`src/rtl/mc_ctrl_fsm.sv`:
```
// Multi-cycle MIPS control FSM: sequences FETCH/DECODE/EXEC/MEM/WB and drives datapath
// enables, mux selects and ALU/EXT ops, with a data-memory stall watchdog.
//
// state  | meaning
// FETCH  | load IR from instruction memory
// DECODE | jumps and nops retire here, others go on to EXEC
// EXEC   | ALU op; beq retires here
// MEM    | data memory handshake, watchdog running
// WB     | register write-back and PC update
// TRAP   | sticky memory-timeout fault, left only by reset
module mc_ctrl_fsm #(
  parameter int MEM_TIMEOUT = 16,
  parameter int CNT_W       = 8
) (
  input  logic        clk,
  input  logic        reset_n,
  input  logic [5:0]  opcode,
  input  logic [5:0]  funct,
  input  logic        zero,
  input  logic        mem_ready,
  output logic        ir_we,
  output logic        pc_we,
  output logic        reg_we,
  output logic        mem_req,
  output logic        mem_we,
  output logic        mdr_we,
  output logic [1:0]  reg_dst_sel,
  output logic [1:0]  wd_sel,
  output logic        alu_b_sel,
  output logic [1:0]  npc_sel,
  output logic        ext_op,
  output logic [2:0]  alu_op,
  output logic [2:0]  state,
  output logic        trap,
  output logic [31:0] instret
);

  localparam logic [2:0] S_FETCH  = 3'd0;
  localparam logic [2:0] S_DECODE = 3'd1;
  localparam logic [2:0] S_EXEC   = 3'd2;
  localparam logic [2:0] S_MEM    = 3'd3;
  localparam logic [2:0] S_WB     = 3'd4;
  localparam logic [2:0] S_TRAP   = 3'd5;

  localparam logic [5:0] OP_R   = 6'b000000;
  localparam logic [5:0] OP_J   = 6'b000010;
  localparam logic [5:0] OP_JAL = 6'b000011;
  localparam logic [5:0] OP_BEQ = 6'b000100;
  localparam logic [5:0] OP_ORI = 6'b001101;
  localparam logic [5:0] OP_LUI = 6'b001111;
  localparam logic [5:0] OP_LW  = 6'b100011;
  localparam logic [5:0] OP_SW  = 6'b101011;
  localparam logic [5:0] FN_ADDU = 6'b100001;
  localparam logic [5:0] FN_SUBU = 6'b100011;
  localparam logic [5:0] FN_JR   = 6'b001000;

  localparam logic [CNT_W-1:0] CNT_LAST = CNT_W'(MEM_TIMEOUT - 1);

  logic [2:0]       state_q, state_d;
  logic [CNT_W-1:0] wait_cnt;
  logic [31:0]      instret_q;

  logic is_r, is_addu, is_subu, is_jr, is_j, is_jal, is_beq;
  logic is_ori, is_lui, is_lw, is_sw, is_known, mem_timeout;

  assign is_r     = (opcode == OP_R);
  assign is_addu  = is_r && (funct == FN_ADDU);
  assign is_subu  = is_r && (funct == FN_SUBU);
  assign is_jr    = is_r && (funct == FN_JR);
  assign is_j     = (opcode == OP_J);
  assign is_jal   = (opcode == OP_JAL);
  assign is_beq   = (opcode == OP_BEQ);
  assign is_ori   = (opcode == OP_ORI);
  assign is_lui   = (opcode == OP_LUI);
  assign is_lw    = (opcode == OP_LW);
  assign is_sw    = (opcode == OP_SW);
  assign is_known = is_addu | is_subu | is_jr | is_j | is_jal | is_beq |
                    is_ori | is_lui | is_lw | is_sw;
  assign mem_timeout = !mem_ready && (wait_cnt == CNT_LAST);

  // internal (ungated) control values; outputs are forced low while in reset
  logic       ir_we_c, pc_we_c, reg_we_c, mem_req_c, mem_we_c, mdr_we_c;
  logic       alu_b_sel_c, ext_op_c, trap_c;
  logic [1:0] reg_dst_sel_c, wd_sel_c, npc_sel_c;
  logic [2:0] alu_op_c;

  always_ff @(posedge clk or negedge reset_n) begin
    if (!reset_n) begin
      state_q   <= S_FETCH;
      wait_cnt  <= '0;
      instret_q <= '0;
    end else begin
      state_q  <= state_d;
      wait_cnt <= (state_q == S_MEM && !mem_ready) ? wait_cnt + 1'b1 : '0;
      if (pc_we_c)
        instret_q <= instret_q + 32'd1;
    end
  end

  always_comb begin
    state_d = S_FETCH;
    case (state_q)
      S_FETCH:  state_d = S_DECODE;
      S_DECODE: begin
        if (is_j || is_jal || is_jr || !is_known)
          state_d = S_FETCH;
        else
          state_d = S_EXEC;
      end
      S_EXEC: begin
        if (is_lw || is_sw)
          state_d = S_MEM;
        else if (is_beq)
          state_d = S_FETCH;
        else
          state_d = S_WB;
      end
      S_MEM: begin
        if (mem_ready)
          state_d = is_lw ? S_WB : S_FETCH;
        else if (mem_timeout)
          state_d = S_TRAP;
        else
          state_d = S_MEM;
      end
      S_WB:     state_d = S_FETCH;
      S_TRAP:   state_d = S_TRAP;
      default:  state_d = S_FETCH;
    endcase
  end

  always_comb begin
    ir_we_c       = 1'b0;
    pc_we_c       = 1'b0;
    reg_we_c      = 1'b0;
    mem_req_c     = 1'b0;
    mem_we_c      = 1'b0;
    mdr_we_c      = 1'b0;
    reg_dst_sel_c = 2'b00;
    wd_sel_c      = 2'b00;
    alu_b_sel_c   = 1'b0;
    npc_sel_c     = 2'b00;
    ext_op_c      = 1'b0;
    alu_op_c      = 3'b000;
    trap_c        = 1'b0;
    case (state_q)
      S_FETCH: ir_we_c = 1'b1;
      S_DECODE: begin
        if (is_j) begin
          pc_we_c   = 1'b1;
          npc_sel_c = 2'b10;
        end else if (is_jal) begin
          pc_we_c       = 1'b1;
          reg_we_c      = 1'b1;
          reg_dst_sel_c = 2'b10;
          wd_sel_c      = 2'b10;
          npc_sel_c     = 2'b10;
        end else if (is_jr) begin
          pc_we_c   = 1'b1;
          npc_sel_c = 2'b11;
        end else if (!is_known) begin
          pc_we_c = 1'b1;
        end
      end
      S_EXEC: begin
        if (is_subu) begin
          alu_op_c = 3'b001;
        end else if (is_ori) begin
          alu_op_c    = 3'b010;
          alu_b_sel_c = 1'b1;
        end else if (is_lui) begin
          alu_op_c    = 3'b011;
          alu_b_sel_c = 1'b1;
        end else if (is_lw || is_sw) begin
          alu_b_sel_c = 1'b1;
          ext_op_c    = 1'b1;
        end else if (is_beq) begin
          alu_op_c  = 3'b001;
          ext_op_c  = 1'b1;
          pc_we_c   = 1'b1;
          npc_sel_c = zero ? 2'b01 : 2'b00;
        end
      end
      S_MEM: begin
        mem_req_c   = 1'b1;
        mem_we_c    = is_sw;
        alu_b_sel_c = 1'b1;
        ext_op_c    = 1'b1;
        if (mem_ready) begin
          if (is_lw)
            mdr_we_c = 1'b1;
          else
            pc_we_c = 1'b1;
        end
      end
      S_WB: begin
        reg_we_c = 1'b1;
        pc_we_c  = 1'b1;
        if (is_r)
          reg_dst_sel_c = 2'b01;
        if (is_lw)
          wd_sel_c = 2'b01;
      end
      S_TRAP: trap_c = 1'b1;
      default: ;
    endcase
  end

  // async reset must drop every output at once, including mem_req mid-handshake
  assign ir_we       = reset_n & ir_we_c;
  assign pc_we       = reset_n & pc_we_c;
  assign reg_we      = reset_n & reg_we_c;
  assign mem_req     = reset_n & mem_req_c;
  assign mem_we      = reset_n & mem_we_c;
  assign mdr_we      = reset_n & mdr_we_c;
  assign reg_dst_sel = reset_n ? reg_dst_sel_c : 2'b00;
  assign wd_sel      = reset_n ? wd_sel_c : 2'b00;
  assign alu_b_sel   = reset_n & alu_b_sel_c;
  assign npc_sel     = reset_n ? npc_sel_c : 2'b00;
  assign ext_op      = reset_n & ext_op_c;
  assign alu_op      = reset_n ? alu_op_c : 3'b000;
  assign state       = reset_n ? state_q : 3'b000;
  assign trap        = reset_n & trap_c;
  assign instret     = reset_n ? instret_q : 32'd0;

endmodule

```
`config.mk`:
```
export PLATFORM = sky130hd
export DESIGN_NAME = mc_ctrl_fsm
export DESIGN_NICKNAME = d
export VERILOG_FILES = /design/src/rtl/mc_ctrl_fsm.sv
export SDC_FILE = /design/constraint.sdc
export NUM_CORES = 1
export LEC_CHECK = 0
export ABC_AREA = 0
export CAP_MARGIN = 5
export CORE_MARGIN = 2
export CORE_UTILIZATION = 50
export DETAILED_ROUTE_END_ITERATION = 8
export GPL_ROUTABILITY_DRIVEN = 0
export GPL_TIMING_DRIVEN = 0
export PLACE_DENSITY = 0.81
export SETUP_SLACK_MARGIN = 0.4
export SLEW_MARGIN = 10
export SYNTH_ARGS = -nofsm -noshare
export SYNTH_HDL_FRONTEND = slang
export SYNTH_SLANG_ARGS = --single-unit
```
`constraint.sdc`:
```
create_clock -name clk -period 2.8 [get_ports clk]
set_clock_uncertainty 0.15 [all_clocks]
set_input_delay 0.42 -clock clk [delete_from_list [all_inputs] [get_ports clk]]
set_output_delay 0.42 -clock clk [all_outputs]
set_load 0.02 [all_outputs]
```
After elaboration in Yosys (flattened, before gate mapping)
Cells that the tools add are included.
{"block": "totals", "register_bits": 43, "inputBits": 16, "word_cells": 120, "output_inout_bits": 53}
{"block": "op_classes", "mux": 68, "n_reduce_logical": 13, "bitwise": 18, "eq_ne": 16, "add_sub_neg": 2}
{"operator": "two-way mux 1 bit", "count": 38}
{"operator": "adder 32 x 1 -> 32 bit, second input constant", "count": 1}
{"operator": "two-way mux 32 bit", "count": 1}
{"operator": "two-way mux 2 bit", "count": 13}
{"operator": "== test 6 bit, second input constant", "count": 4}
{"operator": "two-way mux 3 bit", "count": 7}
{"operator": "== test 6 x 4 -> 1 bit, second input constant", "count": 3}
{"operator": "case mux 3 bit (5 select lines)", "count": 1}
{"operator": "== test 6 x 2 -> 1 bit, second input constant", "count": 2}
{"operator": "case mux 2 bit (2 select lines)", "count": 3}
{"operator": "bitwise AND 1 bit", "count": 9}
{"operator": "OR 1 bit", "count": 9}
{"operator": "adder 8 x 1 -> 8 bit, second input constant", "count": 1}
{"operator": "== test 8 x 4 -> 1 bit, second input constant", "count": 1}
{"operator": "two-way mux 8 bit", "count": 1}
{"operator": "== test 3 x 2 -> 1 bit, second input constant", "count": 2}
{"operator": "== test 3 bit, second input constant", "count": 2}
{"operator": "== test 6 x 3 -> 1 bit, second input constant", "count": 1}
{"operator": "logical NOT 6 bit", "count": 1}
{"operator": "case mux 1 bit (2 select lines)", "count": 3}
{"operator": "logical AND 1 bit", "count": 5}
{"operator": "logical OR 1 bit", "count": 4}
{"operator": "case mux 1 bit (4 select lines)", "count": 1}
{"operator": "== test 3 x 1 -> 1 bit, second input constant", "count": 1}
{"operator": "2 further kinds", "count": 3}

Longest topological paths before layout
Gate-level depths: netlist of the first run.
{"block": "logic_depth", "depth_word": 17, "ltp_mapped": 9, "ltp_nobuf": 6}

Least setup slack after synthesis of the first run
Ideal clock, no wire load.
{"block": "synth_timing", "path_kind": "input -> output", "from": "in opcode[0]", "to": "out pc_we", "path_stages": 7, "n_path_buf": 2, "slack_ns": 0.233, "arrival_time_ns": 1.997, "required_ns": 2.230, "cell_sequence": "clkbuf_1 or4_1 o31a_1 and3_4 buf_6 nor2_2 nor2b_1"}
{"block": "synth_between", "elab_chain_cells": 17, "elab_cells_between_ends": 34, "classes_between": "7 x eq/ne; 12 x mux; 10 x bitwise; 5 x reduce/logical"}
{"item": "start, declared", "line_no": "17", "text": "input logic [5:0] opcode,"}
{"item": "logical NOT 6 bit", "line_no": "66", "text": "assign is_r = (opcode == OP_R);"}
{"item": "logical AND 1 bit (on tied branches)", "line_no": "67, 68"}
{"item": "OR 1 bit (6 in series)", "line_no": "77", "text": "assign is_known = is_addu | is_subu | is_jr | is_j | is_jal | is_beq |"}
{"item": "OR 1 bit (3 in series)", "line_no": "78", "text": "is_ori | is_lui | is_lw | is_sw;"}
{"item": "two-way mux 1 bit", "line_no": "161", "text": "end else if (!is_known) begin"}
{"item": "two-way mux 1 bit", "line_no": "158", "text": "end else if (is_jr) begin"}
{"item": "two-way mux 1 bit", "line_no": "152", "text": "end else if (is_jal) begin"}
{"item": "two-way mux 1 bit", "line_no": "149", "text": "if (is_j) begin"}
{"item": "case mux 1 bit (4 select lines) (*)", "line_no": "146", "text": "case (state_q)"}
{"item": "bitwise AND 1 bit (*)", "line_no": "211", "text": "assign pc_we = reset_n & pc_we_c;"}
{"item": "end, declared", "line_no": "22", "text": "output logic pc_we,"}
Every way passes the cells marked *; elsewhere a longest branch is shown, timed or not.

Worst setup path in the final report of the first run
{"block": "layout_timing", "from": "in opcode[3]", "to": "out npc_sel[1]"}
{"block": "layout_between", "elab_chain_cells": 7, "elab_cells_between_ends": 9, "classes_between": "2 x eq/ne; 5 x mux; 2 x reduce/logical"}
{"item": "logical NOT 6 bit", "line_no": "66"}
{"item": "logical AND 1 bit", "line_no": "69", "text": "assign is_jr = is_r && (funct == FN_JR);"}
{"item": "two-way mux 2 bit", "line_no": "158"}
{"item": "two-way mux 2 bit", "line_no": "152"}
{"item": "two-way mux 2 bit (*)", "line_no": "149"}
{"item": "case mux 2 bit (2 select lines) (*)", "line_no": "146"}
{"item": "two-way mux 2 bit (*)", "line_no": "219", "text": "assign npc_sel = reset_n ? npc_sel_c : 2'b00;"}
{"item": "end, declared", "line_no": "30", "text": "output logic [1:0] npc_sel,"}
Marks and branches as above.

==> qor.csv, run 1 <==
stage;metric;value;unit
outcome;status;completed;
critical_path;Startpoint Class;primary input;
power_and_ir_drop;worst vdd ir;0.2543;mV
yosys;count leader, synth;dfrtp_1;
sta;Slew Viols, Final;0;
power_and_ir_drop;combinational power share;9.9;%
critical_path;internal reg-to-reg setup slack;0.57;ns
yosys;ys flop type;dfrtp_1;
routing;DR WL/cell;17.45;um
sta;period utilization;91.69;%
power_and_ir_drop;Net Switching;0.0002762;W
clock_tree;CTS Root Cell;clkbuf_8;
yosys;flops & latches, synth;43;
job;Max-Cap Viols;0;
yosys;most frequent cells after synthesis;dfrtp_1, and2_1, xnor2_1;
floorplanning;core area;5473;sq um
cells_and_area;post-route cell area;4004;sq um
floorplanning;I/O Pins;69;
clock_tree;H-tree depth;2;
routing;Vias;2739;
sta;relative slew slack;54.33;%
cells_and_area;footprint of the multi-input gates;1740;sq um
clock_tree;worst skew pair latency;0.30;ns
yosys;Mapped Cells;300;
grt;GR Util All Layers;26.40;%
floorplanning;initial core utilization;51.74;%
floorplanning;die width;79.25;um
power_and_ir_drop;Clk pwr share;37.1;%
yosys;EDFF count, synth;0;
sta;# setup viols final;0;
yosys;top-area cell type share of the netlist area;38.00;%
cells_and_area;diodes inserted;0;
floorplanning;Die Ht;79.25;um
sta;fin crit period;2.567;ns
critical_path;Critical Path End Type;output port;
routing;First-pass DRT Iterations;4;
sta;RSZ-0062 raised after global routing;true;
critical_path;worst-path cell chain;buf_8 > or4_4 > buf_6 > buf_4 > buf_6 > nor3_4 > a31oi_1 > nor2_1 > buf_4;
critical_path;CP max stage delay;0.52;ns
clock_tree;clk buf depth;2;
yosys;leading area contributor after synthesis;dfrtp_1;
critical_path;Worst Path Buf+Inv;5;
placement;DP Cell Count;437;
cells_and_area;Area Overhead vs Synth;41.41;%
sta;final hold vios;0;
critical_path;critical path type;in2out;
cells_and_area;Reg area;1077;sq um
yosys;cells taking the most area after synthesis;dfrtp_1, xnor2_1, and2_1;
yosys;Seq/Total Area, Yosys;38.00;%
routing;post-route ant nets;0;
yosys;Synth Cell Area;2831;sq um
clock_tree;CTS tree;yes;
cells_and_area;share of cells above drive strength 1;24.49;%
clock_tree;Sink Count;43;
cells_and_area;final net count;413;
sta;fmax;389.5;MHz
grt;pin count of the biggest net entering global routing;19;
critical_path;critical path data required time;2.23;ns
power_and_ir_drop;Sequential Power Share;53.1;%
sta;Slew @ Worst Pin;0.6827;ns
power_and_ir_drop;Pwr per Cell Area;294.2;nW/um^2
grt;initial antenna violation count;0;
critical_path;Worst EP arrival;2.00;ns
grt;vias in the first global route;2673;
clock_tree;Num CTS Buffers;5;
yosys;count of cell types in the netlist;50;
critical_path;Worst Path Max Fanout;3;
routing;detailed-route DRC error count;0;
placement;detailed placer's ending HPWL;5094;um
cells_and_area;non-filler instance count after layout;468;
critical_path;CP max stage cell;or4_4;
power_and_ir_drop;Final Power;0.001178;W
grt;global-route wire length before repair;13150;um
yosys;ys async rst share;100.0;%
cells_and_area;fillers;423;
power_and_ir_drop;Sw Share;23.44;%
yosys;Yosys warnings;0;
grt;overflow left after global routing;0;
yosys;Post-Syn Area per Cell;9.438;sq um
clock_tree;Worst-path clk slew;0.08;ns
critical_path;critical path's top delay family;simple AND/OR/NAND/NOR gates;
floorplanning;cell row count;27;
worst_hold_path;Hold Crit Class;in2async;
floorplanning;Die ar.;6281;sq um
placement;Area after DPL;3612;sq um
routing;DRT iter0 DRCs;116;
power_and_ir_drop;LEAKAGE;1.824;nW
placement;Port Buffers;64;
routing;Routed WL;8167;um
routing;Via density;5.853;
power_and_ir_drop;Internal;0.0009018;W
yosys;syn nets;318;
[layout make-up]
cell class / instances / area share (%)
timing repair buffer: 88 / 20.28
tap: 72 / 2.250
multi-input combinational: 231 / 43.47
sequential: 43 / 26.91
inverter: 3 / 0.2813
buffer: 23 / 4.313
clock buffer: 8 / 2.500
[cell families (layout without fill, tap and decap cells)]
family	Yosys count	count (layout)	synth area share, %
buffers and inverters	26	122	4.728
AOI/OAI and AO/OA	51	51	14.94
DFF	43	43	38.00
muxes	3	3	1.149
other	1	1	0.1324
adders and majority gates	2	2	0.8836
and+or+nand+nor	137	137	28.72
xor gates and xnor gates	37	37	11.44
[stage by stage]
stage	setup TNS [ns]	setup WS, ns	hold slack [ns]	utilization (%)
final	0	0.2327	0.06990	73.16
after global routing	0	0.1947	0.07221	73.16
after CTS	0	0.1954	0.07646	70.74
after detailed placement	-9.034	-0.7905	0.1907	66.00
after global placement	-76.18	-1.584	0.2907	65.73
after floorplan	0	0.3209	-0.02559	-
[worst reg2reg max path, stage by stage (launching register included)]
cell      delay [ns]
dfrtp_1         0.40
clkbuf_4        0.22
nor3b_4         0.27
a31oi_1         0.17
o21ai_2         0.13
buf_6           0.18
buf_2           0.32
o211ai_2        0.14
xnor2_1         0.15
[worst paths after layout]
check | from | end | cells after the start
max | opcode[3] | npc_sel[1] | 9
min | reset_n | instret_q[22] | 2
max reg2reg | state_q[1] | instret_q[5] | 8
min reg2reg | wait_cnt[0] | wait_cnt[0] | 1
max in group asynchronous | reset_n | state_q[0] | 3
min in group clk | wait_cnt[0] | wait_cnt[0] | 1
[power by group through the flow]
stage | logic [W] | clock network [W] | registers (W)
floorplan | 0.0000391 | 0 | 0.000637
global placement | 0.0000888 | 0 | 0.000637
detailed placement | 0.0000927 | 0 | 0.000638
global route | 0.000124 | 0.000471 | 0.000626
CTS | 0.000107 | 0.000445 | 0.000625
finish | 0.000116 | 0.000437 | 0.000625
[repair_timing]
item,in CTS,in global routing
gates cloned,1,0
endpoints found under the setup margin,71,35
endpoints found under the hold margin,12,0
resized for setup,100,42
setup buffers,11,9
pin swaps,8,9
hold buffers,2,0
[layout by cell type (no fill, tap or decap), types with 12 or more instances in the layout]
cell	instances
xnor2_1	33
o2111ai_1	15
nand2_1	12
dlygate4sd2_1	15
clkdlybuf4s50_1	31
dfrtp_1	42
buf_4	27
nor2_1	17
and3_1	13
and2_1	42
[routing by layer]
| layer | global-route usage [%] | wire, um |
|---|---|---|
| met3 | 4.659 | 525 |
| met4 | 7.759 | 177 |
| met1 | 35.09 | 3490 |
| met2 | 44.15 | 3974 |
| met5 | 0 | 0 |
[state kept, by name (all words and copies together) (netlist names)]
name / flops
state_q: 3
instret_q: 32
wait_cnt: 8
Power figures use the tool's default switching activity.
==> run 2, diff against run 1 <==
- SLEW_MARGIN: 10 -> default
==> results of run 2 <==
The final DEF is identical to that of run 1; final timing and power are the same.
